File: src/rtl/bcd_calendar_sequencer.sv
// BCD calendar date register advanced one day per accepted tick via an
// IDLE -> EVAL -> UPDATE sequence, with validated synchronous date preset.
//
// Ports:
//   clock, reset_n         : clock, async active-low reset
//   tick                   : advance one day (accepted only in IDLE)
//   load, ld_year/month/day: preset request with BCD date
//   year, month, day, leap : current BCD date and leap flag
//   busy                   : sequencer not in IDLE
//   done, wrap             : new date visible / 9999-12-31 rolled to 0000
//   tick_drop, load_err    : tick not accepted / load rejected
module bcd_calendar_sequencer #(
   parameter logic [15:0] RESET_YEAR  = 16'h2000,
   parameter logic [7:0]  RESET_MONTH = 8'h01,
   parameter logic [7:0]  RESET_DAY   = 8'h01
) (
   input  logic        clock,
   input  logic        reset_n,
   input  logic        tick,
   input  logic        load,
   input  logic [15:0] ld_year,
   input  logic [7:0]  ld_month,
   input  logic [7:0]  ld_day,
   output logic [15:0] year,
   output logic [7:0]  month,
   output logic [7:0]  day,
   output logic        leap,
   output logic        busy,
   output logic        done,
   output logic        wrap,
   output logic        tick_drop,
   output logic        load_err
);

   typedef enum logic [1:0] {
      IDLE   = 2'd0,
      EVAL   = 2'd1,
      UPDATE = 2'd2
   } state_t;

   // Two BCD digits T:O are divisible by 4 iff (2*T + O) is.
   function automatic logic is_leap(input logic [15:0] y);
      logic [4:0] lo;
      logic [4:0] hi;
      logic       lo_zero;
      lo      = {y[7:4], 1'b0} + {1'b0, y[3:0]};
      hi      = {y[15:12], 1'b0} + {1'b0, y[11:8]};
      lo_zero = (y[7:0] == 8'h00);
      return ((lo[1:0] == 2'b00) && !lo_zero) ||
             (lo_zero && (hi[1:0] == 2'b00));
   endfunction

   function automatic logic [7:0] dim(input logic [7:0] m,
                                      input logic       lp);
      logic [7:0] r;
      case (m)
         8'h02:                      r = lp ? 8'h29 : 8'h28;
         8'h04, 8'h06, 8'h09, 8'h11: r = 8'h30;
         default:                    r = 8'h31;
      endcase
      return r;
   endfunction

   function automatic logic [7:0] bcd_inc2(input logic [7:0] v);
      logic [7:0] r;
      if (v[3:0] == 4'h9) r = {v[7:4] + 4'h1, 4'h0};
      else                r = {v[7:4], v[3:0] + 4'h1};
      return r;
   endfunction

   function automatic logic [15:0] inc_year(input logic [15:0] y);
      logic [15:0] r;
      logic        c;
      r = y;
      c = 1'b1;
      for (int i = 0; i < 4; i++) begin
         if (c) begin
            if (r[i*4 +: 4] == 4'h9) begin
               r[i*4 +: 4] = 4'h0;
            end else begin
               r[i*4 +: 4] = r[i*4 +: 4] + 4'h1;
               c           = 1'b0;
            end
         end
      end
      return r;
   endfunction

   state_t      state_q, state_d;
   logic [15:0] year_q, year_d;
   logic [7:0]  month_q, month_d;
   logic [7:0]  day_q, day_d;
   logic        leap_q, leap_d;
   logic        last_day_q, last_day_d;
   logic        last_month_q, last_month_d;
   logic        last_year_q, last_year_d;
   logic        done_q, done_d;
   logic        wrap_q, wrap_d;
   logic        tick_drop_q, tick_drop_d;
   logic        load_err_q, load_err_d;

   logic [31:0] ld_all;
   logic        ld_digits_ok;
   logic        ld_leap;
   logic        ld_ok;

   assign ld_all = {ld_year, ld_month, ld_day};

   always_comb begin
      ld_digits_ok = 1'b1;
      for (int i = 0; i < 8; i++) begin
         if (ld_all[i*4 +: 4] > 4'h9) ld_digits_ok = 1'b0;
      end
   end

   assign ld_leap = is_leap(ld_year);
   // Nibbles are checked to be decimal, so BCD compares order like binary.
   assign ld_ok   = ld_digits_ok &&
                    (ld_month >= 8'h01) && (ld_month <= 8'h12) &&
                    (ld_day >= 8'h01) &&
                    (ld_day <= dim(ld_month, ld_leap));

   always_comb begin
      state_d      = state_q;
      year_d       = year_q;
      month_d      = month_q;
      day_d        = day_q;
      leap_d       = leap_q;
      last_day_d   = last_day_q;
      last_month_d = last_month_q;
      last_year_d  = last_year_q;
      done_d       = 1'b0;
      wrap_d       = 1'b0;
      tick_drop_d  = 1'b0;
      load_err_d   = 1'b0;
      unique case (state_q)
         IDLE: begin
            if (load) begin
               tick_drop_d = tick;
               if (ld_ok) begin
                  year_d  = ld_year;
                  month_d = ld_month;
                  day_d   = ld_day;
                  leap_d  = ld_leap;
                  done_d  = 1'b1;
               end else begin
                  load_err_d = 1'b1;
               end
            end else if (tick) begin
               state_d = EVAL;
            end
         end
         EVAL: begin
            tick_drop_d  = tick;
            load_err_d   = load;
            last_day_d   = (day_q == dim(month_q, leap_q));
            last_month_d = (month_q == 8'h12);
            last_year_d  = (year_q == 16'h9999);
            state_d      = UPDATE;
         end
         UPDATE: begin
            tick_drop_d = tick;
            load_err_d  = load;
            if (!last_day_q) begin
               day_d = bcd_inc2(day_q);
            end else if (!last_month_q) begin
               day_d   = 8'h01;
               month_d = bcd_inc2(month_q);
            end else begin
               day_d   = 8'h01;
               month_d = 8'h01;
               year_d  = last_year_q ? 16'h0000 : inc_year(year_q);
               wrap_d  = last_year_q;
            end
            leap_d  = is_leap(year_d);
            done_d  = 1'b1;
            state_d = IDLE;
         end
         default: begin
            state_d = IDLE;
         end
      endcase
   end

   always_ff @(posedge clock or negedge reset_n) begin
      if (!reset_n) begin
         state_q      <= IDLE;
         year_q       <= RESET_YEAR;
         month_q      <= RESET_MONTH;
         day_q        <= RESET_DAY;
         leap_q       <= is_leap(RESET_YEAR);
         last_day_q   <= 1'b0;
         last_month_q <= 1'b0;
         last_year_q  <= 1'b0;
         done_q       <= 1'b0;
         wrap_q       <= 1'b0;
         tick_drop_q  <= 1'b0;
         load_err_q   <= 1'b0;
      end else begin
         state_q      <= state_d;
         year_q       <= year_d;
         month_q      <= month_d;
         day_q        <= day_d;
         leap_q       <= leap_d;
         last_day_q   <= last_day_d;
         last_month_q <= last_month_d;
         last_year_q  <= last_year_d;
         done_q       <= done_d;
         wrap_q       <= wrap_d;
         tick_drop_q  <= tick_drop_d;
         load_err_q   <= load_err_d;
      end
   end

   assign year      = year_q;
   assign month     = month_q;
   assign day       = day_q;
   assign leap      = leap_q;
   assign busy      = (state_q != IDLE);
   assign done      = done_q;
   assign wrap      = wrap_q;
   assign tick_drop = tick_drop_q;
   assign load_err  = load_err_q;

endmodule

File: config.mk
export PLATFORM = sky130hd
export DESIGN_NAME = bcd_calendar_sequencer
export DESIGN_NICKNAME = d
export VERILOG_FILES = /design/src/rtl/bcd_calendar_sequencer.sv
export SDC_FILE = /design/constraint.sdc
export NUM_CORES = 1
export LEC_CHECK = 0
export CELL_PAD_IN_SITES_DETAIL_PLACEMENT = 0
export CELL_PAD_IN_SITES_GLOBAL_PLACEMENT = 1
export CORE_MARGIN = 3
export CORE_UTILIZATION = 34
export CTS_CLUSTER_DIAMETER = 200
export CTS_CLUSTER_SIZE = 30
export DETAILED_ROUTE_END_ITERATION = 10
export HOLD_SLACK_MARGIN = 0.15
export PLACE_DENSITY = 0.83
export SETUP_SLACK_MARGIN = 0.4
export SLEW_MARGIN = 10
export SYNTH_ARGS = -nofsm -noshare
export SYNTH_HDL_FRONTEND = slang
export SYNTH_SLANG_ARGS = --single-unit
export TNS_END_PERCENT = 1
File: constraint.sdc
create_clock -name clock -period 2.1 [get_ports clock]
set_input_delay 0.42 -clock clock [delete_from_list [all_inputs] [get_ports clock]]
set_output_delay 0.42 -clock clock [all_outputs]
set_load 0.05 [all_outputs]
After elaboration in Yosys (flattened, before gate mapping)

Cells that the tools add are included.

Logic and storage cells: 164
Register bits after elaboration: 42
Memory bits (read-only): 0
RAM bits: 0
Memories: 0
Bits in latches: 0
Input port bits: 36

Shift operators: 0
Multipliers: 0
Reduce and logical (&&, ||, !) cells: 29
Eq/ne operators: 28
$add $sub $neg: 12
Order comparisons: 12
Div/mod/pow operators: 0
Bitwise gates (word level): 0
Multiplexer cells: 69

Operators with widths:

| operator                                                       | count |
|---|---|
| two-way mux 16 bit                                             | 6 |
| two-way mux 8 bit                                              | 10 |
| two-way mux 1 bit                                              | 34 |
| adder 4 x 1 -> 4 bit, second input constant                    | 8 |
| == test 8 x 3 -> 1 bit, second input constant                  | 4 |
| > comparator 4 bit, second input constant                      | 8 |
| one-hot mux 16 bit (2 select lines)                            | 1 |
| one-hot mux 8 bit (2 select lines)                             | 2 |
| two-way mux 4 bit                                              | 7 |
| == test 4 bit, second input constant                           | 6 |
| == test 8 x 5 -> 1 bit, second input constant                  | 3 |
| one-hot mux 5 bit (2 select lines)                             | 2 |
| == test 16 bit, second input constant                          | 1 |
| == test 8 x 2 -> 1 bit, second input constant                  | 2 |
| == test 8 x 4 -> 1 bit, second input constant                  | 2 |
| >= comparator 8 x 1 -> 1 bit, second input constant            | 2 |
| zero test 8 bit                                                | 2 |
| zero test 2 bit                                                | 5 |
| inequality test 2 bit, second input constant                   | 5 |
| adder 2 bit                                                    | 4 |
| == test 8 bit                                                  | 1 |
| less-or-equal comparator 8 x 5 -> 1 bit, second input constant | 1 |
| less-or-equal comparator 8 bit                                 | 1 |
| logical AND 1 bit                                              | 8 |
| other kinds (15)                                               | 25 |

Logic depth before layout (Yosys ltp)

Depth after elaboration: 23
Mapped depth: 15
Mapped depth without buffers: 13

Least setup slack after synthesis

OpenSTA, ideal clock, no wires.

Kind: in2reg
Start point: input port ld_year[7]
End point: register month_q[2], in the netlist month[2]
Buffers on the path: 0
Stages: 12
Required time: 1.974 ns
Data arrival time: 2.531 ns
Path slack: -0.557 ns
Cell sequence: nor4_1 o211ai_1 a21boi_0 o21ai_0 nand2_1 nand2_1 ha_1 nand3_1 o221ai_2 a31oi_4 or2_0 a221o_1

Longest elaborated chain between the ends: 10
Elaborated cells between the ends (all ways): 18

Ends and longest elaborated chain:

| element                                                                        | RTL line | RTL |
|---|---|---|
| start: declaration                                                             | 21       | `input logic [15:0] ld_year,` |
| zero test 8 bit / > comparator 4 bit (equally long branches)                   | 48, 112  |  |
| zero test 1 bit / two-way mux 1 bit (equally long branches)                    | 49, 112  |  |
| logical AND 1 bit / two-way mux 1 bit (equally long branches)                  | 49, 112  |  |
| logical OR 1 bit / two-way mux 1 bit (equally long branches)                   | 49, 112  |  |
| two-way mux 1 bit / logical AND 1 bit (equally long branches)                  | 57, 118  |  |
| one-hot mux 5 bit (2 select lines) / logical AND 1 bit (equally long branches) | 56, 119  |  |
| less-or-equal comparator 8 bit / logical AND 1 bit (equally long branches)     | 121, 119 |  |
| logical AND 1 bit (*)                                                          | 120      | `(ld_day >= 8'h01) &&` |
| inequality test 2 bit (no source line) (*)                                     | --       |  |
| AND reduction 4 bit (no source line) (*)                                       | --       |  |
| end signal: assignment                                                         | 202      | `month_q <= month_d;` |
| end: declaration                                                               | 91       | `logic [7:0] month_q, month_d;` |

Every way passes the cells marked *; elsewhere a longest branch is shown, timed or not.
A chain may end at the register's enable or synchronous reset.

Final worst setup path

Start point: input port ld_month[0]
End point: register month_q[2], in the netlist month[2]

Longest elaborated chain between the ends: 13
Elaborated cells between the ends (all ways): 23

Ends and longest elaborated chain:

| element                                    | RTL line | RTL |
|---|---|---|
| start: declaration                         | 22       | `input logic [7:0] ld_month,` |
| > comparator 4 bit                         | 112      | `if (ld_all[i*4 +: 4] > 4'h9) ld_digits_ok = 1'b0;` |
| two-way mux 1 bit (6 in series)            | 112      |  |
| logical AND 1 bit                          | 118      | `assign ld_ok = ld_digits_ok &&` |
| logical AND 1 bit (2 in series)            | 119      | `(ld_month >= 8'h01) && (ld_month <= 8'h12) &&` |
| logical AND 1 bit (*)                      | 120      |  |
| inequality test 2 bit (no source line) (*) | --       |  |
| AND reduction 4 bit (no source line) (*)   | --       |  |

Marked as above.

==> results.py <==
metrics = {
    "timing": {
        "finalCritPeriodShare": 1.23,
        "rsz0062_at_grt": "yes",
        "finalHoldViolCount": 0,
        "layout_setup_ws_ps": -491,
        "tightest_slew_ps": 552,
        "relSlewSlack": 0.628,
        "slew_viol_final": 0,
        "setup_viol_count_final": 35,
        "fin_skew_ps": 5.57,
        "fmax_mhz": 386,
        "min_period_ps": 2590,
    },
    "setup_path": {
        "critPathRequiredTime_ps": 2290,
        "critPathArrivalTime_ps": 2780,
        "end_kind": "register",
        "critPathKind": "in2reg",
        "start_kind": "input port",
        "path_max_fanout": 5,
    },
    "pwr": {
        "power.density_nw_per_um2": 1270,
        "seqPwrFrac": 0.236,
        "peakVddDrop_mv": 0.873,
        "p_sw_mw": 3.50,
        "p_int_mw": 3.26,
        "p_leak_nw": 2.32,
        "combPwrFrac": 0.667,
        "switching_share": 0.518,
        "p_clk_frac": 0.097,
    },
    "synthesis": {
        "synth_area_um2": 3410,
        "syn_avg_cell_area_um2": 8.19,
        "netlist_instances": 417,
        "synth_edf_count": 0,
        "ys_ff_latch": 42,
        "synth_cell_types": 73,
        "ys.flop_type": "dfrtp_1",
        "synthesis.nets": 471,
        "ys.warnings.count": 0,
        "async_flop_share": 1.00,
        "seq_area_frac_synth": 0.309,
    },
    "route": {
        "wirelength_um": 12100,
        "dr.pass1.iters": 7,
        "vias": 4007,
        "drt-initial-drc-count": 298,
        "wl_per_cell_um": 17.1,
        "drcViolationCount": 0,
        "drtAntennaViolNets": 0,
        "vias_per_cell": 5.64,
    },
    "layout": {
        "finalNetCount": 634,
        "area_growth_pct": 56.4,
        "drive_above_1_share": 0.375,
        "diodes": 0,
        "fin_util": 0.562,
    },
    "placed_design": {
        "io_buffers": 73,
        "pre_cts_ws_ps": -1200,
        "dp_hpwl_um": 9180,
        "place.gp.congestion": 0.906,
    },
    "grt": {
        "grt_pass1_vias": 3822,
        "grt-ovfl-total": 0,
        "grt_pass1_wl_um": 19400,
        "grt_use_total": 0.213,
        "antenna_found_initial": 0,
        "grt_max_degree": 25,
    },
    "floorplan": {
        "num_rows": 35,
        "die-area_um2": 11300,
        "start_util": 0.359,
        "die_x_um": 106,
        "ios": 74,
        "die_y_um": 106,
        "core_area_um2": 9500,
    },
    "clock_network": {
        "root_buffer": "clkbuf_8",
        "numCtsBuffers": 5,
        "htreeDepth": 2,
        "clkLatencyLatePin_ps": 300,
        "clock_path_buffers": 2,
        "clock-sinks": 42,
        "cts.clk_slew.worst_paths_ps": 90,
        "cts_tree": "done",
    },
    "job": {
        "maxCapViolCount": 0,
    },
    "status": {
        "status": "complete, but fails checks",
        "violations": "setup timing",
    },
    "hold_path": {
        "hold_class": "in2reg",
    },
}
==> cell usage in the layout (no fill, tap or decap), types with 5 or more instances in the layout <==
master           instances
dlygate4sd2_1           13
nand3_1                 13
a31oi_1                  7
o21ai_0                 25
nor3b_1                  6
inv_1                   14
buf_2                    5
clkdlybuf4s50_1         15
o211ai_1                 7
buf_6                   14
a21oi_1                 16
o22ai_1                  7
clkbuf_2                 7
and3_1                   5
o21ai_1                 18
and2_1                   5
inv_2                    5
nand2_1                 28
clkdlybuf4s15_2         12
buf_4                  102
nor3_1                  14
nor2_1                  29
a211oi_1                 6
dfrtp_1                 37
clkbuf_8                 5
ha_1                    15
nand4_1                  8
nor2b_1                  5
nand2_2                  6
==> power by group through the flow <==
stage | Combinational [mW] | Clock [mW] | Sequential (mW)
6_report | 4.51 | 0.658 | 1.59
5_1_grt | 4.84 | 0.708 | 1.65
2_1_floorplan | 1.74 | 0 | 2.48
4_1_cts | 4.44 | 0.679 | 1.57
3_5_place_dp | 4.32 | 0 | 1.57
3_3_place_gp | 4.26 | 0 | 1.56
==> stage by stage <==
step | instance area, um^2 | instances | hold WS (ps) | total power, mW | TNS (ps)
6_report | 5340 | 710 | 435 | 6.76 | -11990
5_1_grt | 5340 | 710 | 449 | 7.20 | -15620
4_1_cts | 5310 | 709 | 415 | 6.68 | -11750
3_5_place_dp | 4980 | 693 | 426 | 5.89 | -38950
3_3_place_gp | 4980 | 693 | 427 | 5.82 | -36460
2_1_floorplan | 3470 | 417 | 124 | 4.22 | -11620
==> sequential cells by signal, summed over array words and instances, names as in the netlist <==
name / cells
day: 8
done: 1
last_day_q: 1
last_month_q: 1
last_year_q: 1
leap: 1
load_err: 1
month: 8
state_q: 2
tick_drop: 1
wrap: 1
year: 16
==> logic make-up (layout without fill, tap and decap cells) <==
family,after synthesis,count (layout),synth area share
adders and majority gates,18,18,0.0660
DFF,42,42,0.309
muxes,3,3,0.00916
xor gates and xnor gates,4,4,0.0103
AOI/OAI and AO/OA,145,145,0.289
and+or+nand+nor,166,166,0.270
buffers and inverters,39,203,0.0465
==> Yosys cell counts (3+ instances only) <==
library cell / n / share of area
nor3_1: 16 / 0.023
nand3_1: 15 / 0.022
a22oi_1: 3 / 0.0066
o21ai_0: 29 / 0.043
nor2_1: 32 / 0.035
nand4b_1: 3 / 0.0077
a2bb2oi_1: 3 / 0.0077
xor2_1: 3 / 0.0077
a21oi_1: 21 / 0.031
or2_2: 3 / 0.0055
nor3b_1: 6 / 0.013
o2bb2ai_1: 5 / 0.013
buf_2: 4 / 0.0059
nor2b_1: 6 / 0.011
o22ai_1: 7 / 0.013
o21a_1: 3 / 0.0066
nand4_1: 8 / 0.015
o211ai_1: 7 / 0.015
a21o_1: 3 / 0.0066
and4_1: 3 / 0.0077
nand2_1: 35 / 0.038
nor4_1: 5 / 0.0092
and3_1: 5 / 0.0092
dfrtp_1: 38 / 0.28
o21ai_1: 17 / 0.025
o31ai_1: 4 / 0.0088
inv_1: 17 / 0.019
ha_1: 18 / 0.066
a32oi_1: 3 / 0.0077
a31oi_1: 8 / 0.015
and3b_1: 5 / 0.013
clkbuf_1: 14 / 0.015
and2_1: 5 / 0.0092
a211oi_1: 7 / 0.015
nand3b_1: 4 / 0.0088
dfstp_2: 4 / 0.031
==> critical path, cell delays in order <==
cell	delay (ps)
dlygate4sd2_1	260
nor3_2	260
nand4b_1	190
ha_2	260
nor4b_4	290
nor2_2	80
o221ai_4	250
buf_6	150
a31oi_4	100
or2_0	230
a221o_1	280
==> timing repair <==
item                                   4_1_cts  5_1_grt
gates cloned                                 0        0
endpoints found under the hold margin       16        0
setup endpoints to repair                   61       45
pin swaps                                   32       14
hold buffers                                 1        0
setup buffers                                7        1
gates resized for setup                    146       30
==> metal layers <==
| metal | vias up | global-route usage | share of wire |
|---|---|---|---|
| met2 | 186 | 0.357 | 0.48 |
| met3 | 23 | 0.0383 | 0.072 |
| met5 | - | 0 | 0 |
| li1 | 1909 | - | - |
| met4 | 0 | 0.0527 | 0.015 |
| met1 | 1889 | 0.283 | 0.44 |
==> cell type report <==
cell class | count | area (um^2)
clock buffers | 5 | 68.8
clock inverters | 3 | 40.0
fillers | 870 | 4160
inverters | 19 | 71.3
multi-input cells | 336 | 2440
flip-flops and latches | 42 | 1060
well taps | 129 | 161
repair buffers | 176 | 1500
==> worst paths after layout <==
path	from	endpoint	slack, ps	cells after the start
min	ld_year[12]	year[12]	440	3
min reg2reg	year[13]	year[13]	520	2
max	ld_month[0]	month[2]	-490	11
max reg2reg	year[0]	leap	-100	7
max in group asynchronous	reset_n	year[13]	880	3
min in group asynchronous	reset_n	month[6]	620	2
Note: power is estimated with default switching activity, not from simulation.
